## config.mk

```make
export PLATFORM = sky130hd
export DESIGN_NAME = piso_serializer_flat
export DESIGN_NICKNAME = d
export VERILOG_FILES = /design/src/rtl/piso_serializer_if.sv /design/src/rtl/piso_serializer.sv /design/src/flat_wrapper.sv
export SDC_FILE = /design/constraint.sdc
export NUM_CORES = 1
export LEC_CHECK = 0
export BUFFER_PORTS_ARGS = -buffer_cell sky130_fd_sc_hd__buf_2
export CELL_PAD_IN_SITES_DETAIL_PLACEMENT = 0
export CELL_PAD_IN_SITES_GLOBAL_PLACEMENT = 1
export CORE_MARGIN = 5
export CORE_UTILIZATION = 42
export DETAILED_ROUTE_END_ITERATION = 8
export PLACE_DENSITY_LB_ADDON = 0.1
export RECOVER_POWER = 100
export SETUP_SLACK_MARGIN = 0.3
export SLEW_MARGIN = 20
export SYNTH_ARGS = -nofsm -noshare
export SYNTH_HDL_FRONTEND = slang
export SYNTH_SLANG_ARGS = --single-unit
```

## constraint.sdc

```tcl
create_clock -name clk -period 2.5 [get_ports clk]
set_input_delay 0.625 -clock clk [delete_from_list [all_inputs] [get_ports clk]]
set_output_delay 0.625 -clock clk [all_outputs]
set_load 0.005 [all_outputs]
```

## src/rtl/piso_serializer_if.sv

```systemverilog
// Word handshake between a transmit source and the piso_serializer.
// The source drives master, the serializer consumes through slave.
interface piso_serializer_if #(
    parameter int DATA_WIDTH = 8
);
    logic [DATA_WIDTH-1:0] s_data;
    logic                  s_valid;
    logic                  s_ready;

    modport master (
        output s_data,
        output s_valid,
        input  s_ready
    );

    modport slave (
        input  s_data,
        input  s_valid,
        output s_ready
    );
endinterface

```

## src/rtl/piso_serializer.sv

```systemverilog
// MSB-first parallel-to-serial transmitter with an sh strobe for a SIPO receiver.
// Define PISO_SERIALIZER_PARITY_EN to append a parity bit after the data bits.
module piso_serializer #(
    parameter int DATA_WIDTH = 8,
    parameter int BIT_PERIOD = 1,
    parameter bit PARITY_ODD = 1'b0
) (
    input  logic             clk,
    input  logic             rst_n,
    piso_serializer_if.slave s_if,
    output logic             sd,
    output logic             sh,
    output logic             busy,
    output logic             done
);

`ifdef PISO_SERIALIZER_PARITY_EN
    localparam int NBITS = DATA_WIDTH + 1;
`else
    localparam int NBITS = DATA_WIDTH;
`endif
    localparam int DIV_W = (BIT_PERIOD > 1) ? $clog2(BIT_PERIOD) : 1;
    localparam int BIT_W = $clog2(NBITS);
    localparam logic [DIV_W-1:0] DIV_RELOAD = DIV_W'(BIT_PERIOD - 1);
    localparam logic [BIT_W-1:0] BIT_RELOAD = BIT_W'(NBITS - 1);

    typedef enum logic [0:0] {
        IDLE  = 1'b0,
        SHIFT = 1'b1
    } state_t;

    state_t             state_reg, state_next;
    logic [NBITS-1:0]   sreg_reg, sreg_next;
    logic [BIT_W-1:0]   bit_cnt_reg, bit_cnt_next;
    logic [DIV_W-1:0]   div_cnt_reg, div_cnt_next;
    logic               sd_reg, sd_next;
    logic               sh_reg, sh_next;
    logic               done_reg, done_next;
    logic [NBITS-1:0]   load_word;
    logic [NBITS-1:0]   sreg_shl;

`ifdef PISO_SERIALIZER_PARITY_EN
    assign load_word = {s_if.s_data, (^s_if.s_data) ^ PARITY_ODD};
`else
    logic unused_parity_odd;
    assign unused_parity_odd = PARITY_ODD;
    assign load_word = s_if.s_data;
`endif

    // Left shift with zero fill; the MSB always holds the bit on the wire.
    assign sreg_shl[0] = 1'b0;
    generate
        for (genvar gi = 1; gi < NBITS; gi++) begin : g_shl
            assign sreg_shl[gi] = sreg_reg[gi-1];
        end
    endgenerate

    always_ff @(posedge clk) begin
        if (!rst_n) begin
            state_reg   <= IDLE;
            sreg_reg    <= '0;
            bit_cnt_reg <= '0;
            div_cnt_reg <= '0;
            sd_reg      <= 1'b0;
            sh_reg      <= 1'b0;
            done_reg    <= 1'b0;
        end else begin
            state_reg   <= state_next;
            sreg_reg    <= sreg_next;
            bit_cnt_reg <= bit_cnt_next;
            div_cnt_reg <= div_cnt_next;
            sd_reg      <= sd_next;
            sh_reg      <= sh_next;
            done_reg    <= done_next;
        end
    end

    always_comb begin
        state_next   = state_reg;
        sreg_next    = sreg_reg;
        bit_cnt_next = bit_cnt_reg;
        div_cnt_next = div_cnt_reg;
        done_next    = 1'b0;

        case (state_reg)
            IDLE: begin
                if (s_if.s_valid) begin
                    sreg_next    = load_word;
                    bit_cnt_next = BIT_RELOAD;
                    div_cnt_next = DIV_RELOAD;
                    state_next   = SHIFT;
                end
            end
            SHIFT: begin
                if (div_cnt_reg != '0) begin
                    div_cnt_next = div_cnt_reg - 1'b1;
                end else begin
                    div_cnt_next = DIV_RELOAD;
                    sreg_next    = sreg_shl;
                    if (bit_cnt_reg != '0) begin
                        bit_cnt_next = bit_cnt_reg - 1'b1;
                    end else begin
                        state_next = IDLE;
                        done_next  = 1'b1;
                    end
                end
            end
            default: begin
                state_next = IDLE;
            end
        endcase

        // Serial outputs are registered from the next state so they align with it.
        sd_next = (state_next == SHIFT) ? sreg_next[NBITS-1] : 1'b0;
        sh_next = (state_next == SHIFT) && (div_cnt_next == '0);
    end

    assign s_if.s_ready = (state_reg == IDLE);
    assign busy         = (state_reg == SHIFT);
    assign sd           = sd_reg;
    assign sh           = sh_reg;
    assign done         = done_reg;

endmodule
```

## src/flat_wrapper.sv

```systemverilog
// flat-port wrapper written by rule: the top's interface ports become plain ports
module piso_serializer_flat 
#(
    parameter int DATA_WIDTH = 8,
    parameter int BIT_PERIOD = 1,
    parameter bit PARITY_ODD = 1'b0
)
  (clk, rst_n, sd, sh, busy, done, s_if_s_data, s_if_s_valid, s_if_s_ready);
  piso_serializer_if #(.DATA_WIDTH(DATA_WIDTH)) s_if_i ();
  input  logic clk;
  input  logic rst_n;
  output logic sd;
  output logic sh;
  output logic busy;
  output logic done;
  input wire logic [$bits(s_if_i.s_data)-1:0] s_if_s_data;
  input wire logic [$bits(s_if_i.s_valid)-1:0] s_if_s_valid;
  output wire logic [$bits(s_if_i.s_ready)-1:0] s_if_s_ready;
  assign s_if_i.s_data = s_if_s_data;
  assign s_if_i.s_valid = s_if_s_valid;
  assign s_if_s_ready = s_if_i.s_ready;
  piso_serializer #(.DATA_WIDTH(DATA_WIDTH), .BIT_PERIOD(BIT_PERIOD), .PARITY_ODD(PARITY_ODD)) u_core (.clk(clk), .rst_n(rst_n), .s_if(s_if_i), .sd(sd), .sh(sh), .busy(busy), .done(done));
endmodule
```

==> flow_metrics.env <==
export IMPL_max_stage_delay_ns=0.56
export IMPL_critPathRequiredTime_ns=1.88
export IMPL_dieArea_um2=2720
export IMPL_arrival_ns=1.07
export IMPL_cts_buffers=3
export IMPL_maxCapViolations=0
export IMPL_setup_viol=0
export IMPL_pwr_share_clk_pct=24.9
export IMPL_yosysSeqAreaShare_pct=42.9
export IMPL_fin_ws_ns=0.808
export IMPL_die_x_um=52.2
export IMPL_status="finished clean"
export IMPL_end_kind="output port"
export IMPL_ff_latch_area_um2=320
export IMPL_critPathKind="reg2out"
export IMPL_path_cells="inv_1 -> clkbuf_1"
export IMPL_dr_pass1_iters=4
export IMPL_start_kind="flop"
export IMPL_diodes=0
export IMPL_hold_ws_ns=0.482
export IMPL_vdd_drop_max_mv=0.376
export IMPL_leakagePower_nw=0.330
export IMPL_rrSetupSlack_ns=1.05
export IMPL_power_density_nw_per_um2=630
export IMPL_grt_max_degree=16
export IMPL_drt_antenna_violating_nets=0
export IMPL_nFillCells=186
export IMPL_setup_tns_ns=0
export IMPL_slew_headroom_pct=64.6
export IMPL_yosys_cell_types_count=28
export IMPL_endpoint="s_if_s_ready"
export IMPL_cts_root_buf="clkbuf_4"
export IMPL_crit_start="u_core.busy$_SDFF_PN0_"
export IMPL_synthCells=75
export IMPL_largest_register_ffs=8
export IMPL_htree_levels=1
export IMPL_multi_input_area_um2=364
export IMPL_avgRoutedWirePerCell_um=12.3
export IMPL_crit_slowest_cell="dfxtp_1"
export IMPL_r2r_start="u_core.busy$_SDFF_PN0_"
export IMPL_num_vias=572
export IMPL_gp_congestion=0.693
export IMPL_final_nets=102
export IMPL_p_sw_w=0.000142
export IMPL_synth_seq_cells=16
export IMPL_grt_pass1_wl_um=2330
export IMPL_crit_path_max_fanout=11
export IMPL_synth_area_per_cell_um2=9.96
export IMPL_pre_cts_slack_ns=0.863
export IMPL_initial_core_util_pct=43.7
export IMPL_p_comb_share_pct=18.7
export IMPL_finalHoldViolCount=0
export IMPL_final_layout_size_suffix_gt1_share_pct=19.5
export IMPL_timing_fmax_ghz=0.591
export IMPL_fin_crit_sh_pct=67.7
export IMPL_fp_coreArea_um2=1710
export IMPL_grt_pass1_vias=555
export IMPL_antenna_found_initial=0
export IMPL_post_route_min_period_ns=1.69
export IMPL_worstSkewPairLatency_ns=0.28
export IMPL_clockBufferDepth=2
export IMPL_ctsHoldBuffers=0
export IMPL_synth_warnings=0
export IMPL_grt_total_usage_pct=11.8
export IMPL_placed_area_um2=810
export IMPL_cts_setup_buffers=0
export IMPL_io_pins=16
export IMPL_syn_to_final_growth_pct=10.4
export IMPL_p_seq_share_pct=56.4
export IMPL_rsz0062_at_grt="no"
export IMPL_cts_resized=0
export IMPL_clock_sinks=16
export IMPL_first_iter_violations=11
export IMPL_die_y_um=52.2
export IMPL_finClkSkew_ns=0.00274
export IMPL_via_per_inst=5.11
export IMPL_clkSlewWorstSetupHoldPaths_ns=0.09
export IMPL_cts_tree="built"
export IMPL_slew_violations=0
export IMPL_fin_area_um2=825
export IMPL_r2r_end="u_core.bit_cnt_reg[0]$_SDFFE_PN0P_"
export IMPL_dp_hpwl_um=994
export IMPL_syn_cell_area_um2=747
export IMPL_reg2reg_depth=3
export IMPL_finalWirelength_um=1380
export IMPL_switching_share_pct=27.3
export IMPL_drc=0
export IMPL_worst_pin_slew_ns=0.531
export IMPL_grt_overflow=0
export IMPL_intPower_w=0.000378
export IMPL_min_path_type="reg2reg"
export IMPL_std_cell_rows=15
export IMPL_port_buffers=15
export IMPL_syn_num_nets=88
[cell usage after synthesis]
cell type  instances  area share (%)
dfxtp_1           16              43
nand3_1            7             4.7
a21boi_1           6             6.0
a22oi_1            5             5.0
inv_1              4             2.0
nand2_1            4             2.0
mux2i_1            3             4.0
a31oi_1            2             1.7
and2_1             2             1.7
buf_2              2             1.3
buf_6              2             3.0
ha_1               2             3.3
nand2b_1           2             1.7
nor3b_1            2             2.0
o211a_1            2             2.7
o21ai_0            2             1.3
a21boi_0           1             1.0
a21boi_2           1             1.5
a31oi_4            1             2.8
buf_4              1             1.0
clkbuf_1           1            0.50
nand3b_1           1             1.0
nand4_1            1            0.84
nor2b_1            1            0.84
nor2b_4            1             1.8
nor4bb_1           1             1.3
o21ai_1            1            0.67
o221ai_1           1             1.2
[per-stage QoR]
step | util [%] | power (W) | instances
finish | 48.3 | 0.000520 | 112
global route | 48.3 | 0.000557 | 112
CTS | 48.7 | 0.000536 | 112
detailed placement | 47.4 | 0.000402 | 109
global placement | 47.4 | 0.000402 | 109
floorplan | - | 0.000381 | 75
[power groups by stage]
stage	combinational, W	sequential [W]	clock (W)
4_1_cts	0.000104	0.000293	0.000139
5_1_grt	0.000111	0.000297	0.000150
3_3_place_gp	0.000104	0.000299	0
2_1_floorplan	0.0000879	0.000293	0
6_report	0.0000972	0.000293	0.000130
3_5_place_dp	0.000103	0.000299	0
[per-layer routing]
metal  GRT usage [%]  vias up  wire [um]
met5               0        -          0
met4            7.66        0         14
met3            3.13        2         64
met2            18.2        9        625
met1            14.3      266        671
li1                -      295          -
[area by class of cell]
| cell class | instances | share of cell area [%] |
|---|---|---|
| clock buffer | 3 | 2.73 |
| timing repair buffer | 15 | 8.65 |
| tap | 25 | 3.79 |
| multi-input combinational | 49 | 44.2 |
| inverter | 4 | 1.82 |
| sequential | 16 | 38.8 |
[placed cells by master (no fill, tap or decap), drive strengths merged]
cell type / instances
buf: 12
mux2i: 3
nand4: 1
and2: 2
nand2: 4
nand3: 7
nor3b: 2
o211a: 2
ha: 2
a31oi: 3
nand3b: 1
o21ai: 3
o221ai: 1
nand2b: 2
dfxtp: 16
a22oi: 5
inv: 4
clkbuf: 6
a21boi: 8
nor4bb: 1
nor2b: 2
[cell families (layout without fill, tap and decap cells)]
kind of cell / count (synthesis) / in the layout / synth area share, %
AO/OA/AOI/OAI: 22 / 22 / 24.0
buffers and inverters: 10 / 22 / 7.87
multiplexers: 3 / 3 / 4.02
flip-flops: 16 / 16 / 42.9
adder cells (fa/ha/maj): 2 / 2 / 3.35
AND/OR/NAND/NOR: 22 / 22 / 17.9
[worst min path at each step]
stage,from,end,slack [ns],depth (start not counted)
2_1_floorplan,u_core.sreg_reg[2]$_SDFFE_PN0P_,u_core.sreg_reg[2]$_SDFFE_PN0P_,0.44,2
3_3_place_gp,u_core.sreg_reg[5]$_SDFFE_PN0P_,u_core.sreg_reg[5]$_SDFFE_PN0P_,0.45,2
3_5_place_dp,u_core.sreg_reg[4]$_SDFFE_PN0P_,u_core.sreg_reg[4]$_SDFFE_PN0P_,0.46,2
4_1_cts,u_core.sreg_reg[4]$_SDFFE_PN0P_,u_core.sreg_reg[4]$_SDFFE_PN0P_,0.47,2
5_1_grt,u_core.sreg_reg[1]$_SDFFE_PN0P_,u_core.sreg_reg[1]$_SDFFE_PN0P_,0.51,2
6_report,u_core.sreg_reg[3]$_SDFFE_PN0P_,u_core.sreg_reg[3]$_SDFFE_PN0P_,0.48,2
[worst max-delay path: cells and delay by family (launching register included)]
| family | cells | cell delay (ns) |
|---|---|---|
| buffers and inverters | 2 | 0.23 |
| DFF | 1 | 0.56 |
Note: power is estimated with default switching activity, not from simulation.
